--- src/rtl/mealy_det_pkg.sv ---
// Elaboration-time helpers for the serial pattern detector: state-width
// calculation and KMP-style failure / next-state evaluation over a pattern
// whose first-received bit sits at the MSB (bit len-1).
package mealy_det_pkg;

  localparam int unsigned MAX_LEN = 16;

  // Ceiling log2, minimum result 1 so a 2-bit pattern still gets a state bit
  function automatic int unsigned clog2(input int unsigned v);
    int unsigned r;
    r = 1;
    for (int unsigned i = 1; i < 32; i++) begin
      if ((32'd1 << i) < v) r = i + 1;
    end
    return r;
  endfunction

  // i-th received bit of the pattern (0 = first bit on the wire)
  function automatic logic pbit(input logic [MAX_LEN-1:0] p, input int unsigned len,
                                input int unsigned i);
    return p[len-1-i];
  endfunction

  // Longest proper prefix of the first k pattern bits that is also their suffix
  function automatic int unsigned failure(input logic [MAX_LEN-1:0] p, input int unsigned len,
                                          input int unsigned k);
    int unsigned f;
    logic        ok;
    f = 0;
    for (int unsigned m = 1; m < MAX_LEN; m++) begin
      if (m < k) begin
        ok = 1'b1;
        for (int unsigned j = 0; j < MAX_LEN; j++) begin
          if (j < m && pbit(p, len, j) != pbit(p, len, k - m + j)) ok = 1'b0;
        end
        if (ok) f = m;
      end
    end
    return f;
  endfunction

  // Matched-prefix length after seeing bit b in state k; a full match
  // folds back to the failure value of the whole pattern.
  function automatic int unsigned next_state(input logic [MAX_LEN-1:0] p, input int unsigned len,
                                             input int unsigned k, input logic b);
    int unsigned m;
    m = k;
    for (int unsigned i = 0; i < MAX_LEN; i++) begin
      if (m > 0 && pbit(p, len, m) != b) m = failure(p, len, m);
    end
    if (pbit(p, len, m) == b) m = m + 1;
    if (m == len) m = failure(p, len, len);
    return m;
  endfunction

endpackage

--- src/rtl/mealy_det_next.sv ---
// Combinational next-state and hit decode for the sequence detector.
// Both are constant tables built at elaboration; no runtime table memory.
module mealy_det_next
  import mealy_det_pkg::*;
#(
  parameter int unsigned          PAT_LEN = 4,
  parameter logic [PAT_LEN-1:0]   PATTERN = 4'b1001,
  parameter bit                   OVERLAP = 1'b1,
  parameter int unsigned          SW      = clog2(PAT_LEN)
) (
  input  logic [SW-1:0] state,
  input  logic          x,
  output logic [SW-1:0] nxt,
  output logic          hit
);

  localparam int unsigned NST = 2 ** SW;

  logic [SW-1:0] nx0 [NST];
  logic [SW-1:0] nx1 [NST];
  logic          ht0 [NST];
  logic          ht1 [NST];

  // Unused codes (PAT_LEN not a power of 2) decode to state 0 with no hit
  for (genvar s = 0; s < NST; s++) begin : g_tbl
    if (s < PAT_LEN) begin : g_live
      localparam bit H0 = (s == PAT_LEN - 1) && (PATTERN[PAT_LEN-1-s] == 1'b0);
      localparam bit H1 = (s == PAT_LEN - 1) && (PATTERN[PAT_LEN-1-s] == 1'b1);
      localparam int unsigned N0 = (H0 && !OVERLAP) ? 0 :
                                   next_state(16'(PATTERN), PAT_LEN, s, 1'b0);
      localparam int unsigned N1 = (H1 && !OVERLAP) ? 0 :
                                   next_state(16'(PATTERN), PAT_LEN, s, 1'b1);
      assign nx0[s] = SW'(N0);
      assign nx1[s] = SW'(N1);
      assign ht0[s] = H0;
      assign ht1[s] = H1;
    end else begin : g_dead
      assign nx0[s] = '0;
      assign nx1[s] = '0;
      assign ht0[s] = 1'b0;
      assign ht1[s] = 1'b0;
    end
  end

  // Next-state selection from the elaborated transition table
  always_comb begin
    nxt = '0;
    nxt = x ? nx1[state] : nx0[state];
  end

  // Mealy hit: final pattern bit matches in the last state
  always_comb begin
    hit = 1'b0;
    hit = x ? ht1[state] : ht0[state];
  end

endmodule

--- src/rtl/mealy_reg_seq_detector.sv ---
// Serial sequence detector: Mealy FSM whose hit is registered onto y so the
// detect pulse is glitch-free and appears one clock after the final bit.
module mealy_reg_seq_detector
  import mealy_det_pkg::*;
#(
  parameter int unsigned        PAT_LEN = 4,
  parameter logic [PAT_LEN-1:0] PATTERN = 4'b1001,
  parameter bit                 OVERLAP = 1'b1
) (
  input  logic clk,
  input  logic rst,
  input  logic x,
  output logic y
);

  localparam int unsigned SW = clog2(PAT_LEN);

  logic [SW-1:0] state;
  logic [SW-1:0] nxt;
  logic          hit;

  mealy_det_next #(
    .PAT_LEN (PAT_LEN),
    .PATTERN (PATTERN),
    .OVERLAP (OVERLAP),
    .SW      (SW)
  ) u_next (
    .state (state),
    .x     (x),
    .nxt   (nxt),
    .hit   (hit)
  );

  // State and registered detect; reset drops any hit pending on that edge
  always_ff @(posedge clk) begin
    if (!rst) begin
      state <= '0;
      y     <= 1'b0;
    end else begin
      state <= nxt;
      y     <= hit;
    end
  end

endmodule

--- config.mk ---
export PLATFORM = sky130hd
export DESIGN_NAME = mealy_reg_seq_detector
export DESIGN_NICKNAME = d
export VERILOG_FILES = /design/src/rtl/mealy_det_pkg.sv /design/src/rtl/mealy_det_next.sv /design/src/rtl/mealy_reg_seq_detector.sv
export SDC_FILE = /design/constraint.sdc
export NUM_CORES = 1
export LEC_CHECK = 0
export CORE_AREA = 2 2 39 41
export DETAILED_ROUTE_END_ITERATION = 7
export DIE_AREA = 0 0 41 43
export GPL_TIMING_DRIVEN = 0
export HOLD_SLACK_MARGIN = 0.06
export SKIP_LAST_GASP = 1
export SLEW_MARGIN = 20
export SYNTH_ARGS = -nofsm -noshare
export SYNTH_HDL_FRONTEND = slang
export SYNTH_SLANG_ARGS = --single-unit
--- constraint.sdc ---
create_clock -name clk -period 1.1 [get_ports clk]
set_input_delay 0.22 -clock clk [delete_from_list [all_inputs] [get_ports clk]]
set_output_delay 0.22 -clock clk [all_outputs]
set_load 0.01 [all_outputs]
## Yosys cells after proc, flatten, opt, wreduce, memory -nomap -nowiden

Index checks and enable logic that the tools add are counted.
W data, S select, Z words.

| storage, ports and cells | value |
|---|---|
| output and inout port bits | 1 |
| memory bits (writable) | 0 |
| memories | 0 |
| bits in registers | 3 |
| bits in latches | 0 |
| bits in read-only memories | 0 |

| operators by class | value |
|---|---|
| reduce and logical (&&, ||, !) cells | 0 |
| $lt $le $gt $ge | 1 |
| bitwise gates (word level) | 1 |
| equal/unequal tests | 0 |
| shift-type cells | 0 |
| div/mod/pow operators | 0 |
| multiply operators | 0 |
| add/subtract/negate cells | 0 |
| muxes and demuxes | 14 |

Operators by type and width:

| kind | count |
|---|---|
| $mux W2 | 5 |
| $bmux W2 S2 | 2 |
| $mux W1 | 5 |
| $bmux W1 S2 | 2 |
| $ge A3 B3 Y1 const B | 1 |
| $not A2 Y3 | 1 |

## Longest topological paths before layout

Gate-level depths: netlist of the first run.

| logic depth | value |
|---|---|
| depth in word-level cells | 5 |
| gate-level depth with buffers | 3 |

## Hierarchy

From an unflattened synthesis of the first run, not the netlist that was laid out.

| second synthesis, totals | value |
|---|---|
| cells, all modules | 12 |
| area total of the unflattened synthesis | 125.1 µm² |

By module, submodules not included:

| module | instances | area an instance (µm²) | cells each | sequential area each (µm²) |
|---|---|---|---|---|
| mealy_reg_seq_detector | 1 | 78.8 | 6 | 60.1 |
| mealy_det_next | 1 | 46.3 | 6 | 0.0 |

## Worst setup path before layout of the first run

OpenSTA, ideal clock, no wires.

| timing path | value |
|---|---|
| path type | register -> register |
| from | register state[0] |
| to | register state[1] |
| setup slack | 0.265 ns |
| data arrival time | 0.763 ns |
| cell stages (with the launch flop) | 4 |
| period minus slack after synthesis | 0.835 ns |
| library setup time | 0.072 ns |
| path buffers | 0 |
| path through | dfxtp_1 inv_1 ha_1 nor3b_2 |

| between the ends | value |
|---|---|
| longest elaborated chain between the ends | 5 |
| elaborated cells on any way between the ends | 8 |
| classes of those cells | mux: 7; bitwise: 1 |

RTL lines:

| element | line | RTL |
|---|---|---|
| start: declaration | mealy_reg_seq_detector.sv:18 | `logic [SW-1:0] state;` |
| start signal: assignment | mealy_reg_seq_detector.sv:40 | `state <= nxt;` |
| $not A2 Y3 (implied by the code) * | mealy_det_next.sv:48 | `nxt = x ? nx1[state] : nx0[state];` |
| $bmux W2 S2 | mealy_det_next.sv:48 |  |
| $mux W2 (implied by the code) (2 in a row) | mealy_det_next.sv:48 |  |
| $mux W2 * | mealy_det_next.sv:48 |  |

Every way passes the cells marked *; elsewhere a longest branch is shown, timed or not. The select of a mux whose other input is x is not followed.
A chain may end at the register's enable or synchronous reset.

## Worst setup path after layout of the first run

| timing path | value |
|---|---|
| from | register y |
| to | output y |

RTL lines:

| element | line | RTL |
|---|---|---|
| start: declaration | mealy_reg_seq_detector.sv:13 | `output logic y` |
| start signal: assignment | mealy_reg_seq_detector.sv:41 | `y <= hit;` |

No word-level cell between the ends.

==> results summary, run 1 <==
Once placement completed, the tool counted placed cells totaling 28. The worst-case headroom to the max-slew limit is 91.57%. The flow ran to the end, and the final reports show no timing, DRC or antenna violations.

The clock latency reported for the late side of the worst-skew pair came out at 0.23 ns. The cell sitting at the root of the clock tree is a sky130_fd_sc_hd__clkbuf_4. The weighted congestion reported at the end of routability-driven placement came out at 0.5774. The via density per instance came out at 2.688. The mapped netlist covers between 100 and 150 µm². The synthesis-to-layout area growth is 65.22%. For this design the top-level I/O count stands at 4. The number of max-slew violations in the final report is 0.

In this run the power density over the cells is 1689 mW/mm². Between clock sinks in the finished design, the worst skew comes to 0.0003847 ns. The length of the first detailed-routing pass in iterations came out at 1. The total power consumption of the routed design came out at 321.2 µW.

The fraction of the cycle the final worst path needs is 91.16%. The largest total area in the synthesized netlist belongs to sky130_fd_sc_hd__dfxtp_1. The number of max-cap violations is 0. The critical-path maximum fanout is 1.

The initial utilization of the core area, before any placement, comes to 8.318%. The endpoint required time on the critical path is 0.88 ns. The number of standard cells after synthesis came out at 9. Among cell families on the critical path, the largest total delay comes from flip-flops. The number of clock buffers added by TritonCTS is 3. The delay contributed by the slowest stage of the critical path came out at 0.29 ns. The die is about 43 µm tall.

The synthesized-area fraction occupied by ao, oa, aoi and oai cells is 6.522%. The top cell types in the final layout, fill and taps aside, are sky130_fd_sc_hd__clkbuf_4 (3), sky130_fd_sc_hd__dfxtp_1 (3), sky130_fd_sc_hd__ha_1 (2), sky130_fd_sc_hd__clkdlybuf4s50_1 (2). The summed negative setup slack over all endpoints is 0 ns. The number of nets in the finished design is 22.

The mean cell area of the mapped netlist is 12.79 µm². The flop and latch count out of synthesis came out at 3. The aggregate global-route resource usage came out at 3.511%.

The first routing iteration left 0 violations. Leaving out filler cells and counting taps, the final layout contains 32. The number of placement rows is 14. The die footprint came out at 0.001763 mm². The slowest stage of the critical path is the sky130_fd_sc_hd__dfxtp_1 cell. By area the synthesized netlist is led by sky130_fd_sc_hd__dfxtp_1 (52%), sky130_fd_sc_hd__ha_1 (22%), sky130_fd_sc_hd__nor3b_2 (11%).

Counting every sink on the clock net gives 3. CTS built an H-tree with a depth of 1. The total number of vias came out at 86.

The mux share of post-synthesis cell area is 0%. The via count of the first global-routing pass is 100. The number of nets in the synthesized netlist is 14.

The leakage power total came out at approximately 0.000087 µW. The worst hold path belongs to the class reg2reg. Setup repair after global routing left no endpoint under its margin. The total routed wire length on the met1 layer came out at 86 µm.

The number of warnings printed during yosys synthesis came out at 0. The pin slew with the least headroom to its limit is around 0.13 ns. The post-CTS setup repair buffer count came out at 0. The post-detailed-placement cell area is 165.2 µm².

The number of gates resized after CTS was 1. The XOR/XNOR share of the synthesized area is 0%. The arithmetic-cell share of the synthesized area counting full adders, half adders and majority gates is 21.74%.

The met3 wirelength from detailed routing is 21 µm. The critical path in this run is classified as reg2out. Once detailed placement completed, the half-perimeter wirelength came to 125.3 µm. The share of the synthesized area in the top cell type is 52.17%. The length of routed met2 wiring came out at 69 µm. In this run the top signal layer used is met3. The area of the core is 0.001384 mm². The routed design could run at a clock period as short as roughly 1.0 ns. The post-detailed-route DRC marker count came out at 0. The count of buffers inserted at the top-level ports came out at 3. 0 antenna diodes ended up in the layout.

The routed wire length per instance came out at around 5.5 µm. The initial antenna violation count is 0. The wire length reported by the detailed router is 176 µm. The critical path launch point type is a flop. The number of hold buffers added after CTS was 0.

The number of buffers on the longest clock path came out at 2. The synthesized netlist contains 6 unique library cells. The die span in x is 41 µm. Walking the worst path, the cells encountered are dlygate4sd2_1. After routing the design area is about 190 µm². The number of buffers and inverters on the critical path is 1. The share of the Yosys chip area taken by registers is 52.17%. The arrival time at the worst endpoint is ~0.78 ns. The total overflow reported by the global router came out at 0. The number of endpoints failing setup at the final stage is 0. The worst hold margin is 0.5464 ns. Entering global routing, the biggest net connects 4 pins.

The worst setup path is captured at an output port. The worst-case IR drop observed on VDD is between 0.0004 and 0.0005 V. The post-synthesis share of cell area spent on and, or, nand and nor gates is ~16%. The first-pass GRT wire length came out at 351 µm.

The achievable clock frequency is 997.3 MHz. The clock tree from TritonCTS is yes. The share of cells above drive strength 1 is 25.00%. After synthesis, the largest family of logic cells by area is adder cells.

In this run the remaining antenna-violating nets after routing total 0. The clock-pin slew reported for the worst setup and hold paths after clock tree synthesis is around 0.030 ns. The final count of hold timing violations is 0.
path summary, 6_finish.rpt:
kind	startpoint	end	slack [ns]	cells after the start
worst max-delay path	y$_SDFF_PN0_	y	0.1	1
worst min-delay path	state[1]$_SDFF_PP0_	state[1]$_SDFF_PP0_	0.55	2
worst max register to register	state[0]$_SDFF_PN0_	state[1]$_SDFF_PP0_	0.22	3
worst min register to register	state[1]$_SDFF_PP0_	state[1]$_SDFF_PP0_	0.55	2
cells in the mapped netlist, drive strengths merged:
cell and count:
ha 2, dfxtp 3, o21a 1, nor3b 1, and3 1, inv 1
flip-flops by register name, indices dropped and copies added (netlist names):
signal,count
y,1
state,2
final cells by class:
| class | count | area (µm²) |
|---|---|---|
| Clock buffer | 4 | 26.28 |
| Sequential cell | 3 | 60.06 |
| Tap cell | 16 | 20.02 |
| Timing Repair Buffer | 3 | 28.78 |
| Inverter | 1 | 3.754 |
| Multi-Input combinational cell | 5 | 51.30 |
| Fill cell | 155 | 1194 |
through the flow:
step | utilization (%) | setup slack, ns
floorplan | - | 0.2646
finish | 13.74 | 0.09729
global route | 13.74 | 0.04885
CTS | 13.74 | 0.08018
detailed placement | 11.93 | 0.06680
global placement | 11.93 | 0.07062
where the power goes:
part           internal, µW  switching [µW]  total (µW)
Clock                   136            51.7         187
Combinational          11.7            6.53        18.2
Sequential              114            2.07         116
layer usage:
layer | vias up | global-route usage (%)
met5 | - | 0
met4 | 0 | 0
met3 | 0 | 6.283
met2 | 4 | 4.375
met1 | 37 | 2.885
li1 | 45 | -
worst min-delay path, stage by stage, from the launching register on:
cell and delay, ns:
sky130_fd_sc_hd__dfxtp_1 0.32, sky130_fd_sc_hd__ha_1 0.14, sky130_fd_sc_hd__nor3b_2 0.04
kinds of logic (layout without fill, tap and decap cells):
logic type	after synthesis	in the layout
fa+ha+maj	2	2
flops	3	3
buf+inv	1	8
simple gates	2	2
compound gates	1	1
Note: power is estimated with default switching activity, not from simulation.
==> run 2: changes to the inputs <==
Settings changed: MAX_ROUTING_LAYER set to met4.
==> results of run 2 <==
Final layout, timing and power as in run 1 (identical DEF).
Main changes from that run: final weighted congestion in routability-driven placement 0.5774 -> 0.5804; overall routing resource usage 3.511% -> 3.597%
